## config.mk

```make
export PLATFORM = sky130hd
export DESIGN_NAME = iris_layer_sequencer
export DESIGN_NICKNAME = d
export VERILOG_FILES = /design/src/rtl/iris_layer_sequencer.sv
export SDC_FILE = /design/constraint.sdc
export NUM_CORES = 1
export LEC_CHECK = 0
export BUFFER_PORTS_ARGS = -buffer_cell sky130_fd_sc_hd__buf_2
export CAP_MARGIN = 5
export CORE_MARGIN = 5
export CORE_UTILIZATION = 52
export DETAILED_ROUTE_END_ITERATION = 10
export GPL_ROUTABILITY_DRIVEN = 1
export GPL_TIMING_DRIVEN = 0
export PLACE_DENSITY = 0.85
export SYNTH_ARGS = -nofsm -noshare
export SYNTH_HDL_FRONTEND = slang
export SYNTH_SLANG_ARGS = --single-unit
```

## constraint.sdc

```tcl
create_clock -name clk -period 2.3 [get_ports clk]
set_clock_uncertainty 0.2 [all_clocks]
set_input_delay 0.23 -clock clk [delete_from_list [all_inputs] [get_ports clk]]
set_output_delay 0.23 -clock clk [all_outputs]
set_load 0.01 [all_outputs]
```

## src/rtl/iris_layer_sequencer.sv

```systemverilog
// rtl/iris_layer_sequencer.sv - layer-by-layer En/Run scheduler for the Iris fixed-point network
// Runs the post-reset bypass pass, then fires each layer once per accepted sample.
module iris_layer_sequencer #(
   parameter int NUM_LAYERS  = 3,
   parameter int PASS_CYCLES = 7,
   parameter int CNT_W       = 16,
   localparam int IW = $clog2(NUM_LAYERS) + 1,
   localparam int PW = $clog2(PASS_CYCLES + 1)
) (
   input  logic                  clk,
   input  logic                  rst,
   input  logic                  In_Valid,
   output logic                  In_Ready,
   output logic                  Sample_Load,
   output logic [NUM_LAYERS-1:0] Layer_En,
   output logic                  Run,
   output logic [NUM_LAYERS-1:0] Cap,
   output logic [IW-1:0]         Layer_Idx,
   output logic                  Out_Valid,
   input  logic                  Out_Ready,
   output logic                  Busy,
   output logic [CNT_W-1:0]      Samples_Done
);

   typedef enum logic [2:0] {
      S_INIT,
      S_WARMUP,
      S_READY,
      S_RUN,
      S_DONE
   } state_t;

   state_t                state;
   logic [PW-1:0]         pc;
   logic [NUM_LAYERS-1:0] cap_r;
   logic [NUM_LAYERS-1:0] run_en;
   logic                  pc_last;
   logic                  idx_last;

   assign pc_last  = (pc == PW'(PASS_CYCLES - 1));
   assign idx_last = (Layer_Idx == IW'(NUM_LAYERS - 1));

   always_comb begin
      run_en = '0;
      for (int k = 0; k < NUM_LAYERS; k++) begin
         run_en[k] = (Layer_Idx == IW'(k));
      end
   end

   always_ff @(posedge clk or negedge rst) begin
      if (!rst) begin
         state        <= S_INIT;
         pc           <= '0;
         Layer_Idx    <= '0;
         Samples_Done <= '0;
         cap_r        <= '0;
      end else begin
         cap_r <= '0;
         case (state)
            S_INIT: begin
               state <= S_WARMUP;
               pc    <= '0;
            end
            S_WARMUP: begin
               if (pc_last) begin
                  state <= S_READY;
                  pc    <= '0;
               end else begin
                  pc <= pc + PW'(1);
               end
            end
            S_READY: begin
               if (In_Valid) begin
                  state     <= S_RUN;
                  Layer_Idx <= '0;
                  pc        <= '0;
               end
            end
            S_RUN: begin
               if (pc_last) begin
                  // Capture strobe lands on the cycle after the finishing layer's last pass cycle
                  cap_r <= run_en;
                  pc    <= '0;
                  if (idx_last) begin
                     state <= S_DONE;
                  end else begin
                     Layer_Idx <= Layer_Idx + IW'(1);
                  end
               end else begin
                  pc <= pc + PW'(1);
               end
            end
            S_DONE: begin
               if (Out_Ready) begin
                  Samples_Done <= Samples_Done + CNT_W'(1);
                  state        <= S_READY;
               end
            end
            default: state <= S_INIT;
         endcase
      end
   end

   // Enables drop to zero outside WARMUP/RUN so idle neurons never see En without Run
   assign In_Ready    = (state == S_READY);
   assign Sample_Load = (state == S_READY) && In_Valid;
   assign Layer_En    = (state == S_WARMUP) ? '1 :
                        (state == S_RUN)    ? run_en : '0;
   assign Run         = ((state == S_WARMUP) || (state == S_RUN)) && (pc == '0);
   assign Cap         = cap_r;
   assign Out_Valid   = (state == S_DONE);
   assign Busy        = (state != S_READY);

endmodule

```

==> impl_metrics.sql <==
INSERT INTO impl_metrics (metric_group, metric, value, unit) VALUES
('final_layout', 'diodes', '0', ''),
('floorplan', 'die_area', '3850', 'um2'),
('power_and_ir_drop', 'leakagePower', '0.879', 'nW'),
('grt', 'grt_max_degree', '29', ''),
('clock_network', 'cts_root_buffer', 'sky130_fd_sc_hd__clkbuf_4', ''),
('drt', 'wirelength', '2.79', 'mm'),
('clock_network', 'clock_sink_count', '28', ''),
('power_and_ir_drop', 'cellPowerDensity', '813', 'nW/um2'),
('floorplan', 'rows', '18', ''),
('drt', 'highest-signal-layer', 'met4', ''),
('clock_network', 'htreeDepth', '1', ''),
('floorplan', 'initial_core_util', '0.554', ''),
('clock_network', 'insertion_delay', '0.32', 'ns'),
('drt', 'average_detailed_routed_wire_length_per_instance', '13.5', 'um'),
('floorplan', 'io-pin-count', '34', ''),
('timing', 'unrepaired_setup_endpoints_after_global_routing', 'no', ''),
('clock_network', 'cts.clk_slew.worst_paths', '0.15', 'ns'),
('final_layout', 'final_net_count', '186', ''),
('synth', 'synth_area', '1410', 'um2'),
('clock_network', 'cts.repair_timing.setup_buffer_count', '0', ''),
('drt', 'wl_on_met1', '1.12', 'mm'),
('placement', 'buffer_ports.inserted', '33', ''),
('placement', 'total_placed_instance_area', '1610', 'um2'),
('critical_path', 'critPathRequiredTime', '1.87', 'ns'),
('timing', 'finalWorstSetupSlack', '0.223', 'ns'),
('synth', 'post_synthesis_net_count', '146', ''),
('clock_network', 'cts_max_path_buffers', '2', ''),
('grt', 'grt_pass1_wl', '4.70', 'mm'),
('floorplan', 'floorplan.die.width', '62.1', 'um'),
('clock_network', 'cts_tree', 'yes', ''),
('critical_path', 'critical_path_class', 'flop to output pin', ''),
('job', 'cap_viol_max_count', '0', ''),
('final_layout', 'multi_input_area', '654', 'um2'),
('synth', 'synth-warning-count', '0', ''),
('placement', 'place_ws', '0.303', 'ns'),
('grt', 'grt_antenna_before_repair', '0', ''),
('critical_path', 'critical_path_source_type', 'flop', ''),
('grt', 'grt.overflow.total', '0', ''),
('floorplan', 'die_height', '62.1', 'um'),
('hold_path', 'worst_hold_class', 'input port to flop', ''),
('timing', 'timing.setup.tns', '0', 'ns'),
('synth', 'ys_ff_latch', '28', ''),
('drt', 'ant_nets', '0', ''),
('clock_network', 'cts-hold-fix-buffers', '2', ''),
('final_layout', 'stdcell_area', '1670', 'um2'),
('drt', 'detailroute.via_count', '1151', ''),
('timing', 'maxSlewViolCount', '0', ''),
('synth', 'synth_seq_area_share', '0.497', ''),
('drt', 'drt-initial-drc-count', '109', ''),
('timing', 'worstMarginPinSlew', '0.703', 'ns'),
('final_layout', 'area_growth', '18.4', '%'),
('timing', 'timing.fmax', '482', 'MHz'),
('final_layout', 'drive_gt1_frac', '0.267', ''),
('placement', 'place_hpwl', '2.09', 'mm'),
('critical_path', 'cp_max_fo', '10', ''),
('drt', 'drc', '0', ''),
('clock_network', 'cts_inserted_buffers', '3', ''),
('final_layout', 'fillCellCount', '206', ''),
('floorplan', 'design.core.area', '2540', 'um2'),
('drt', 'routed-wl-met3', '202', 'um'),
('timing', 'max_slew_headroom', '0.527', ''),
('drt', 'routed-wl-met2', '1.46', 'mm'),
('drt', 'post_drt_via_cell_ratio', '5.59', ''),
('timing', 'final-hold-violation-count', '0', ''),
('power_and_ir_drop', 'max-vdd-ir-drop', '0.687', 'mV'),
('synth', 'avgSynthCellArea', '10.3', 'um2'),
('critical_path', 'worstPathArrival', '1.65', 'ns'),
('outcome', 'status', 'finished clean', ''),
('placement', 'final_gp_congestion', '0.858', ''),
('timing', 'min_period', '2.08', 'ns'),
('synth', 'cell_count_after_synthesis', '137', ''),
('clock_network', 'post_cts_resized', '0', ''),
('final_layout', 'seqCellArea', '701', 'um2'),
('synth', 'netlist-cell-type-count', '39', ''),
('timing', 'final_min_period_over_clock_period', '0.903', ''),
('grt', 'first_global_vias', '1101', ''),
('critical_path', 'worst_setup_path_end_kind', 'output pin', ''),
('drt', 'drt_pre_antenna_iters', '4', ''),
('timing', 'finalSetupViolations', '0', ''),
('grt', 'grt_use_total', '0.161', '');
## registers in the layout, indices dropped and copies added (netlist names)
register	flops
Samples_Done	16
Cap	3
state	3
pc	3
Layer_Idx	3
## per-layer routing
layer | global-route usage | vias up
li1 | - | 549
met1 | 0.179 | 562
met2 | 0.308 | 38
met3 | 0.0227 | 2
met4 | 0.0576 | 0
met5 | 0 | -
## worst max-delay path, cell delays in order (launching register included)
cell and delay, ns:
sky130_fd_sc_hd__dfrtp_1 0.39, sky130_fd_sc_hd__clkbuf_2 0.19, sky130_fd_sc_hd__nor3b_1 0.40, sky130_fd_sc_hd__nand2_1 0.16
sky130_fd_sc_hd__inv_1 0.07, sky130_fd_sc_hd__buf_2 0.12
## final cells by class
class	instances	share of cell area
inverters	11	0.0247
flip-flops and latches	28	0.420
multi-input cells	95	0.392
repair buffers	35	0.111
plain buffers	3	0.00825
clock buffers	4	0.0217
well taps	30	0.0225
## metrics by stage
step | util | hold slack (ns) | total power [W] | cells
3_3_place_gp | 0.634 | 0.0688 | 0.00110 | 200
2_1_floorplan | - | -0.266 | 0.000960 | 137
4_1_cts | 0.656 | 0.0476 | 0.00137 | 206
6_report | 0.656 | 0.0456 | 0.00136 | 206
5_1_grt | 0.656 | 0.0747 | 0.00145 | 206
3_5_place_dp | 0.634 | 0.0762 | 0.00113 | 200
## report_power, final
part,total [W],switching [W],leakage (nW),internal [W]
Combinational,0.000481,0.000263,0.497,0.000218
Sequential,0.000640,0.0000832,0.362,0.000556
Clock,0.000236,0.000139,0.0210,0.0000968
## Yosys cell counts, drive strengths merged
library cell	instances	share of area
dfrtp	28	0.50
or4	2	0.011
a211oi	1	0.0053
and4bb	2	0.018
nand4bb	1	0.020
and2b	1	0.0053
nand2b	1	0.0044
and3	1	0.0044
ha	5	0.044
buf	2	0.0062
nor4	3	0.013
nor2b	2	0.0089
a221o	1	0.0071
and2	1	0.0044
clkbuf	1	0.0035
or3	1	0.0044
nor2	9	0.024
a21o	1	0.0053
inv	11	0.029
a22o	1	0.0062
a21oi	5	0.018
xnor2	11	0.068
a32oi	1	0.0062
mux2	1	0.0080
a21boi	1	0.0053
nand4	4	0.022
mux2i	1	0.0071
o21ai	1	0.0035
a311oi	1	0.0062
nand3	6	0.025
xor2	4	0.025
o22ai	2	0.0089
or2	2	0.0089
nor3	3	0.011
nand2	17	0.045
nor3b	2	0.011
## layout by cell type (no fill, tap or decap), types with 2 or more instances in the layout
| cell type | instances |
|---|---|
| sky130_fd_sc_hd__a21oi_1 | 5 |
| sky130_fd_sc_hd__nor2_1 | 9 |
| sky130_fd_sc_hd__nor3_1 | 3 |
| sky130_fd_sc_hd__nor4_1 | 3 |
| sky130_fd_sc_hd__clkbuf_4 | 3 |
| sky130_fd_sc_hd__inv_1 | 11 |
| sky130_fd_sc_hd__nand3_1 | 5 |
| sky130_fd_sc_hd__xnor2_1 | 11 |
| sky130_fd_sc_hd__or2_2 | 2 |
| sky130_fd_sc_hd__ha_1 | 5 |
| sky130_fd_sc_hd__or4_1 | 2 |
| sky130_fd_sc_hd__nand2_1 | 17 |
| sky130_fd_sc_hd__buf_2 | 34 |
| sky130_fd_sc_hd__nor2b_1 | 2 |
| sky130_fd_sc_hd__dlygate4sd3_1 | 2 |
| sky130_fd_sc_hd__nand4_1 | 3 |
| sky130_fd_sc_hd__nor3b_1 | 2 |
| sky130_fd_sc_hd__and4bb_2 | 2 |
| sky130_fd_sc_hd__xor2_1 | 4 |
| sky130_fd_sc_hd__o22ai_1 | 2 |
| sky130_fd_sc_hd__dfrtp_1 | 28 |
## worst paths after layout
kind	depth (start not counted)	endpoint	slack, ns	startpoint
hold / removal	4	Layer_Idx[0]$_DFFE_PN0P_	0.05	In_Valid
setup / recovery	5	Sample_Load	0.22	state[2]$_DFFE_PN0P_
min in group asynchronous	2	Samples_Done[0]$_DFFE_PN0P_	0.24	rst
max in group asynchronous	2	state[1]$_DFFE_PN0P_	1.27	rst
setup reg to reg	5	Layer_Idx[1]$_DFFE_PN0P_	0.27	state[2]$_DFFE_PN0P_
hold reg to reg	1	Samples_Done[15]$_DFFE_PN0P_	0.28	Samples_Done[15]$_DFFE_PN0P_
## cells by family after synthesis
family | Yosys count | share of synthesized area
flip-flops | 28 | 0.497
adder cells (fa/ha/maj) | 5 | 0.0444
multiplexers | 2 | 0.0151
XOR/XNOR | 15 | 0.0932
AND/OR/NAND/NOR | 58 | 0.240
AO/OA/AOI/OAI | 15 | 0.0719
buffers and inverters | 14 | 0.0390
No activity file was read; power rests on OpenSTA's default activity.
